--- config.mk ---
export PLATFORM = sky130hd
export DESIGN_NAME = act_requant_packer
export DESIGN_NICKNAME = d
export VERILOG_FILES = /design/src/rtl/act_requant_packer.sv
export SDC_FILE = /design/constraint.sdc
export NUM_CORES = 2
export LEC_CHECK = 0
export ABC_CLOCK_PERIOD_IN_PS = 16350
export CAP_MARGIN = 30
export CORE_MARGIN = 8
export CORE_UTILIZATION = 57
export CTS_CLUSTER_SIZE = 20
export DETAILED_ROUTE_END_ITERATION = 10
export GPL_ROUTABILITY_DRIVEN = 0
export MAX_ROUTING_LAYER = met4
export PLACE_DENSITY = 0.86
export SLEW_MARGIN = 20
export SYNTH_ARGS = -nofsm -noshare
export SYNTH_HDL_FRONTEND = slang
export SYNTH_SLANG_ARGS = --single-unit
--- constraint.sdc ---
create_clock -name clk -period 16.35 [get_ports clk]
set_clock_uncertainty 0.1 [all_clocks]
set_input_delay 2.4525 -clock clk [delete_from_list [all_inputs] [get_ports clk]]
set_output_delay 2.4525 -clock clk [all_outputs]
set_load 0.005 [all_outputs]
--- src/rtl/act_requant_packer.sv ---
// Requantizes LeakyReLU activations to int8 and packs LANES bytes per word into a valid/ready FIFO.
// Optional macro ACT_REQUANT_STATS_EN adds the saturating sat_count output.
module act_requant_packer #(
  parameter int ACC_W      = 32,
  parameter int MULT_W     = 16,
  parameter int SHIFT_W    = 5,
  parameter int LANES      = 4,
  parameter int FIFO_DEPTH = 4
) (
  input  logic                    clk,
  input  logic                    rst,
  input  logic                    done_in,
  input  logic signed [ACC_W-1:0] y_in,
  input  logic [MULT_W-1:0]       scale_mult,
  input  logic [SHIFT_W-1:0]      scale_shift,
  input  logic signed [7:0]       zero_point,
  input  logic                    flush,
  output logic                    out_valid,
  input  logic                    out_ready,
  output logic [8*LANES-1:0]      out_data,
  output logic [LANES-1:0]        out_byte_en,
  output logic                    overflow,
  output logic                    busy
`ifdef ACT_REQUANT_STATS_EN
  ,
  output logic [15:0]             sat_count
`endif
);

  localparam int PW  = ACC_W + MULT_W + 1;
  localparam int DW  = 8 * LANES;
  localparam int LCW = (LANES > 1) ? $clog2(LANES) : 1;
  localparam int AW  = (FIFO_DEPTH > 1) ? $clog2(FIFO_DEPTH) : 1;

  // S1: full-width signed product
  logic                 s1_v;
  logic signed [PW-1:0] s1_prod;

  always_ff @(posedge clk) begin
    if (rst) begin
      s1_v    <= 1'b0;
      s1_prod <= '0;
    end else begin
      s1_v <= done_in;
      if (done_in)
        s1_prod <= $signed({{(PW-ACC_W){y_in[ACC_W-1]}}, y_in}) *
                   $signed({{(PW-MULT_W){1'b0}}, scale_mult});
    end
  end

  // S2: rounding shift, zero point, clamp
  logic signed [PW-1:0] rnd_add;
  logic signed [PW-1:0] r_val;
  logic        [PW:0]   v_val;
  logic                 sat_hi;
  logic                 sat_lo;
  logic        [7:0]    byte_c;

  always_comb begin
    rnd_add = '0;
    if (scale_shift != '0)
      rnd_add = $signed({{(PW-1){1'b0}}, 1'b1} << (scale_shift - SHIFT_W'(1)));
    r_val  = (s1_prod + rnd_add) >>> scale_shift;
    v_val  = {r_val[PW-1], r_val} + {{(PW-7){zero_point[7]}}, zero_point};
    // In range iff the bits above bit 6 are a pure sign extension.
    sat_hi = !v_val[PW] && (|v_val[PW-1:7]);
    sat_lo =  v_val[PW] && !(&v_val[PW-1:7]);
    if (sat_hi)
      byte_c = 8'h7F;
    else if (sat_lo)
      byte_c = 8'h80;
    else
      byte_c = v_val[7:0];
  end

  logic       s2_v;
  logic [7:0] s2_byte;

  always_ff @(posedge clk) begin
    if (rst) begin
      s2_v    <= 1'b0;
      s2_byte <= '0;
    end else begin
      s2_v <= s1_v;
      if (s1_v)
        s2_byte <= byte_c;
    end
  end

`ifdef ACT_REQUANT_STATS_EN
  always_ff @(posedge clk) begin
    if (rst)
      sat_count <= '0;
    else if (s1_v && (sat_hi || sat_lo) && (sat_count != '1))
      sat_count <= sat_count + 16'd1;
  end
`endif

  // Lane assembly, flush and FIFO push/pop control
  logic [LCW-1:0]   lane_cnt;
  logic [DW-1:0]    asm_q;
  logic             flush_pending;
  logic [DW-1:0]    word_c;
  logic [LANES-1:0] part_be;
  logic             last_lane;
  logic             flush_go;
  logic             push_req;
  logic             push;
  logic             pop;
  logic             can_push;
  logic [DW-1:0]    push_data;
  logic [LANES-1:0] push_be;

  logic [DW-1:0]    mem    [FIFO_DEPTH];
  logic [LANES-1:0] be_mem [FIFO_DEPTH];
  logic [AW-1:0]    wptr;
  logic [AW-1:0]    rptr;
  logic [AW:0]      count;
  logic             fifo_empty;
  logic             fifo_full;

  always_comb begin
    fifo_empty = (count == '0);
    fifo_full  = (count == (AW+1)'(FIFO_DEPTH));
    pop        = !fifo_empty && out_ready;
    can_push   = !fifo_full || pop;
    last_lane  = (lane_cnt == LCW'(LANES - 1));
    flush_go   = flush_pending && !s1_v && !s2_v;

    word_c = asm_q;
    word_c[8*lane_cnt +: 8] = s2_byte;
    part_be = '0;
    for (int unsigned i = 0; i < LANES; i++)
      part_be[i] = (LCW'(i) < lane_cnt);

    push_req  = 1'b0;
    push_data = word_c;
    push_be   = '1;
    // Lane write and flush cannot coincide: a flush only runs with S2 idle.
    if (s2_v) begin
      push_req = last_lane;
    end else if (flush_go && (lane_cnt != '0)) begin
      push_req  = 1'b1;
      push_data = asm_q;
      push_be   = part_be;
    end
    push = push_req && can_push;
  end

  always_ff @(posedge clk) begin
    if (rst) begin
      lane_cnt      <= '0;
      asm_q         <= '0;
      flush_pending <= 1'b0;
      overflow      <= 1'b0;
    end else begin
      if (s2_v) begin
        if (last_lane) begin
          lane_cnt <= '0;
          asm_q    <= '0;
          if (!can_push)
            overflow <= 1'b1;
        end else begin
          lane_cnt <= lane_cnt + LCW'(1);
          asm_q    <= word_c;
        end
      end

      if (flush_go && ((lane_cnt == '0) || can_push)) begin
        flush_pending <= 1'b0;
        lane_cnt      <= '0;
        asm_q         <= '0;
      end else if (flush) begin
        flush_pending <= 1'b1;
      end
    end
  end

  always_ff @(posedge clk) begin
    if (rst) begin
      wptr  <= '0;
      rptr  <= '0;
      count <= '0;
      for (int unsigned i = 0; i < FIFO_DEPTH; i++) begin
        mem[i]    <= '0;
        be_mem[i] <= '0;
      end
    end else begin
      if (push) begin
        mem[wptr]    <= push_data;
        be_mem[wptr] <= push_be;
        wptr         <= wptr + AW'(1);
      end
      if (pop)
        rptr <= rptr + AW'(1);
      if (push && !pop)
        count <= count + (AW+1)'(1);
      else if (pop && !push)
        count <= count - (AW+1)'(1);
    end
  end

  assign out_valid   = !fifo_empty;
  assign out_data    = mem[rptr];
  assign out_byte_en = be_mem[rptr];
  assign busy        = s1_v | s2_v | (lane_cnt != '0) | flush_pending | !fifo_empty;

endmodule

==> reports/results.tsv <==
stage	metric	value	unit
status	status	finished, final reports clean	
yosys	EDFF count, synth	144	
cts	hold bufs inserted after CTS	0	
timing	endpoints failing setup	0	
global_route	vias in the first global route	32300	
floorplanning	Die Wd	271	um
yosys	Seq cells post-synth	248	
timing	Tmin final	11.81	ns
cells_and_area	most common cell after layout, fill and taps aside	inv_1	
timing	f_max	0.0847	GHz
floorplanning	Die Ht	271	um
cts	Num CTS Buffers	26	
worst_setup_path	Worst path max stage delay	0.68	ns
placement	HPWL after DPL	72600	um
yosys	warnings from Yosys	0	
cells_and_area	nets	4911	
global_route	first-pass GRT wire length	161000	um
run	Max Cap Viol	0	
pwr	Leak Pwr	0.0174	uW
min_path	min-delay worst type	flop to flop	
timing	Sum Neg Setup Slack	0	ns
worst_setup_path	Slowest cell on crit path	inv_1	
cts	Clock transition at path regs	0.06	ns
route	DRT Pass-1 Iters	8	
global_route	GRT overflow	0	
route	Routed Antenna Nets	0	
floorplanning	initial core utilization	57.6	%
worst_setup_path	worst path required time	16.71	ns
yosys	Netlist Area Pre-Place	0.0370	mm2
pwr	Power Dens Cells	234	mW/mm2
cells_and_area	layout cells sized above 1	5.11	%
placement	IO Port Bufs	104	
floorplanning	# IOs	105	
floorplanning	Die Area	0.0734	mm2
cts	post-CTS setup buffer count	0	
min_path	Hold Crit Start	s1_prod[23]	
yosys	Syn Area/Cell	8.77	um2
worst_setup_path	CP startpoint kind	input port	
worst_setup_path	crit path max fanout	43	
cts	Clock Tree Root	clkbuf_16	
pwr	worst vdd ir	369	uV
worst_setup_path	Critical R2R Launch	s1_prod[0]	
cts	Clock Path Buffers	3	
placement	Post-Place Cell Area	0.0384	mm2
cts	clk_lat worst skew	0.56	ns
worst_setup_path	crit path capture type	flop	
timing	Rel. slew slack	37.9	%
route	wire length per cell	19.5	um
timing	Slew Limit Fails	0	
route	vias	31400	
cells_and_area	commonest non-fill, non-tap cells in the layout	586 x inv_1, 503 x nand2_1, 492 x fa_1, 376 x nor2_1, 210 x and2_1	
route	routed wire length	97800	um
yosys	Main synth FF type	edfxtp_1	
floorplanning	Core Area	0.0643	mm2
global_route	pin count of the biggest net entering global routing	65	
global_route	gr usage total	27.0	%
timing	final worst path period share	72.2	%
worst_setup_path	arrival time at the worst endpoint	12.17	ns
cts	CTS resizes	0	
yosys	cell count after synthesis	4223	
global_route	initial antenna violation count	1	
yosys	Synth cell types	106	
timing	RSZ-0062 raised after global routing	false	
route	initial DRC count	3038	
worst_setup_path	CP startpoint	scale_shift[3]	
timing	Final Hold Violating Endpoints	0	
cts	H-Tree Depth	1	
floorplanning	Std-Cell Rows	93	
route	Vias per Instance	6.25	
yosys	Seq/Total Area, Yosys	17.3	%
yosys	fraction of registers with async set/reset	0	%
cts	CTS tree	built	
cells_and_area	final non-filler cell area	0.0393	mm2
worst_setup_path	Crit Path Category	input port to flop	
cells_and_area	Syn-to-layout area delta	6.00	%
timing	Tightest Pin Transition	0.932	ns
cts	CTS sink cnt	248	
yosys	Synth Net Count	4986	
route	# DRC	0	
## power breakdown
| group | internal [uW] | total, uW | switching, uW |
|---|---|---|---|
| clock | 334 | 586 | 252 |
| sequential | 743 | 801 | 58.8 |
| combinational | 3340 | 7790 | 4450 |
| total | 4410 | 9170 | 4760 |
## kinds of logic after synthesis
kind of cell / count (synthesis) / share of synthesized area (%)
and+or+nand+nor: 1426 / 18.2
buffers and inverters: 828 / 8.48
AOI/OAI and AO/OA: 749 / 13.9
adders and majority gates: 697 / 33.5
DFF: 248 / 17.3
muxes: 162 / 5.94
xor gates and xnor gates: 112 / 2.65
other: 1 / 0.0101
## synthesized netlist by cell type, types with 25 or more instances
library cell	number	area (um2)
edfxtp_1	144	4320
nand2_1	505	1900
a22oi_1	49	368
clkbuf_1	195	732
mux4_2	44	991
and2_1	210	1310
nand2b_1	26	163
xor2_1	47	412
xnor2_1	65	569
fa_1	492	9850
nand3_1	59	295
ha_1	205	2560
and3_1	40	250
a211oi_1	39	293
nand4_1	40	250
nor2_1	376	1410
inv_1	586	2200
a31oi_1	30	188
a21oi_1	184	921
nor3_1	51	255
dfxtp_1	104	2080
o21ai_0	107	536
a21o_1	73	548
o211ai_1	25	188
mux2i_1	96	961
## cell type report
class                           count  area, um2
Timing Repair Buffer              136       1220
Multi-Input combinational cell   3147      27500
Clock inverter                     15        110
Antenna cell                        1       2.50
Sequential cell                   248       6410
Fill cell                        5132      25100
Inverter                          589       2210
Clock buffer                       33        738
Tap cell                          855       1070
## state kept, by name, summed over array words and instances (netlist names), named ones only
name and cells:
count 3, lane_cnt 2, rptr 2, flush_pending 1, s1_v 1, asm_q 32
wptr 2, mem 128, s2_v 1, overflow 1, s1_prod 49, be_mem 16
s2_byte 8
## critical path: cells and delay by family
family	cells	cell delay (ns)
XOR/XNOR	2	0.85
adder cells (fa/ha/maj)	2	0.85
AO/OA/AOI/OAI	11	2.42
buffers and inverters	5	2.02
AND/OR/NAND/NOR	11	3.53
## metal layers
metal  track usage, %  up-vias  wire [um]
li1                 -    14000          -
met1             31.7    15300      35900
met2             45.4     1756      47800
met3             4.30      375       9400
met4             12.3        0       4720
met5                -        -          0
## path summary, 6_finish.rpt
kind                                    end  cells after the start  slack, ns
worst max register to register   s2_byte[6]                     28       8.31
worst min-delay path            s1_prod[23]                      2       0.37
worst max-delay path             s2_byte[6]                     31       4.54
worst min register to register  s1_prod[23]                      2       0.37
## metrics by stage
stage	hold WS [ns]	utilization [%]	power [uW]	std cells	worst slack [ns]
floorplan	0.345	-	6800	4223	6.27
global placement	0.359	59.7	8270	4975	4.47
detailed placement	0.361	59.7	8490	4975	4.30
CTS	0.369	61.0	9110	5023	4.85
global route	0.387	61.0	10200	5024	4.00
finish	0.371	61.0	9170	5024	4.54
Power figures use the tool's default switching activity.
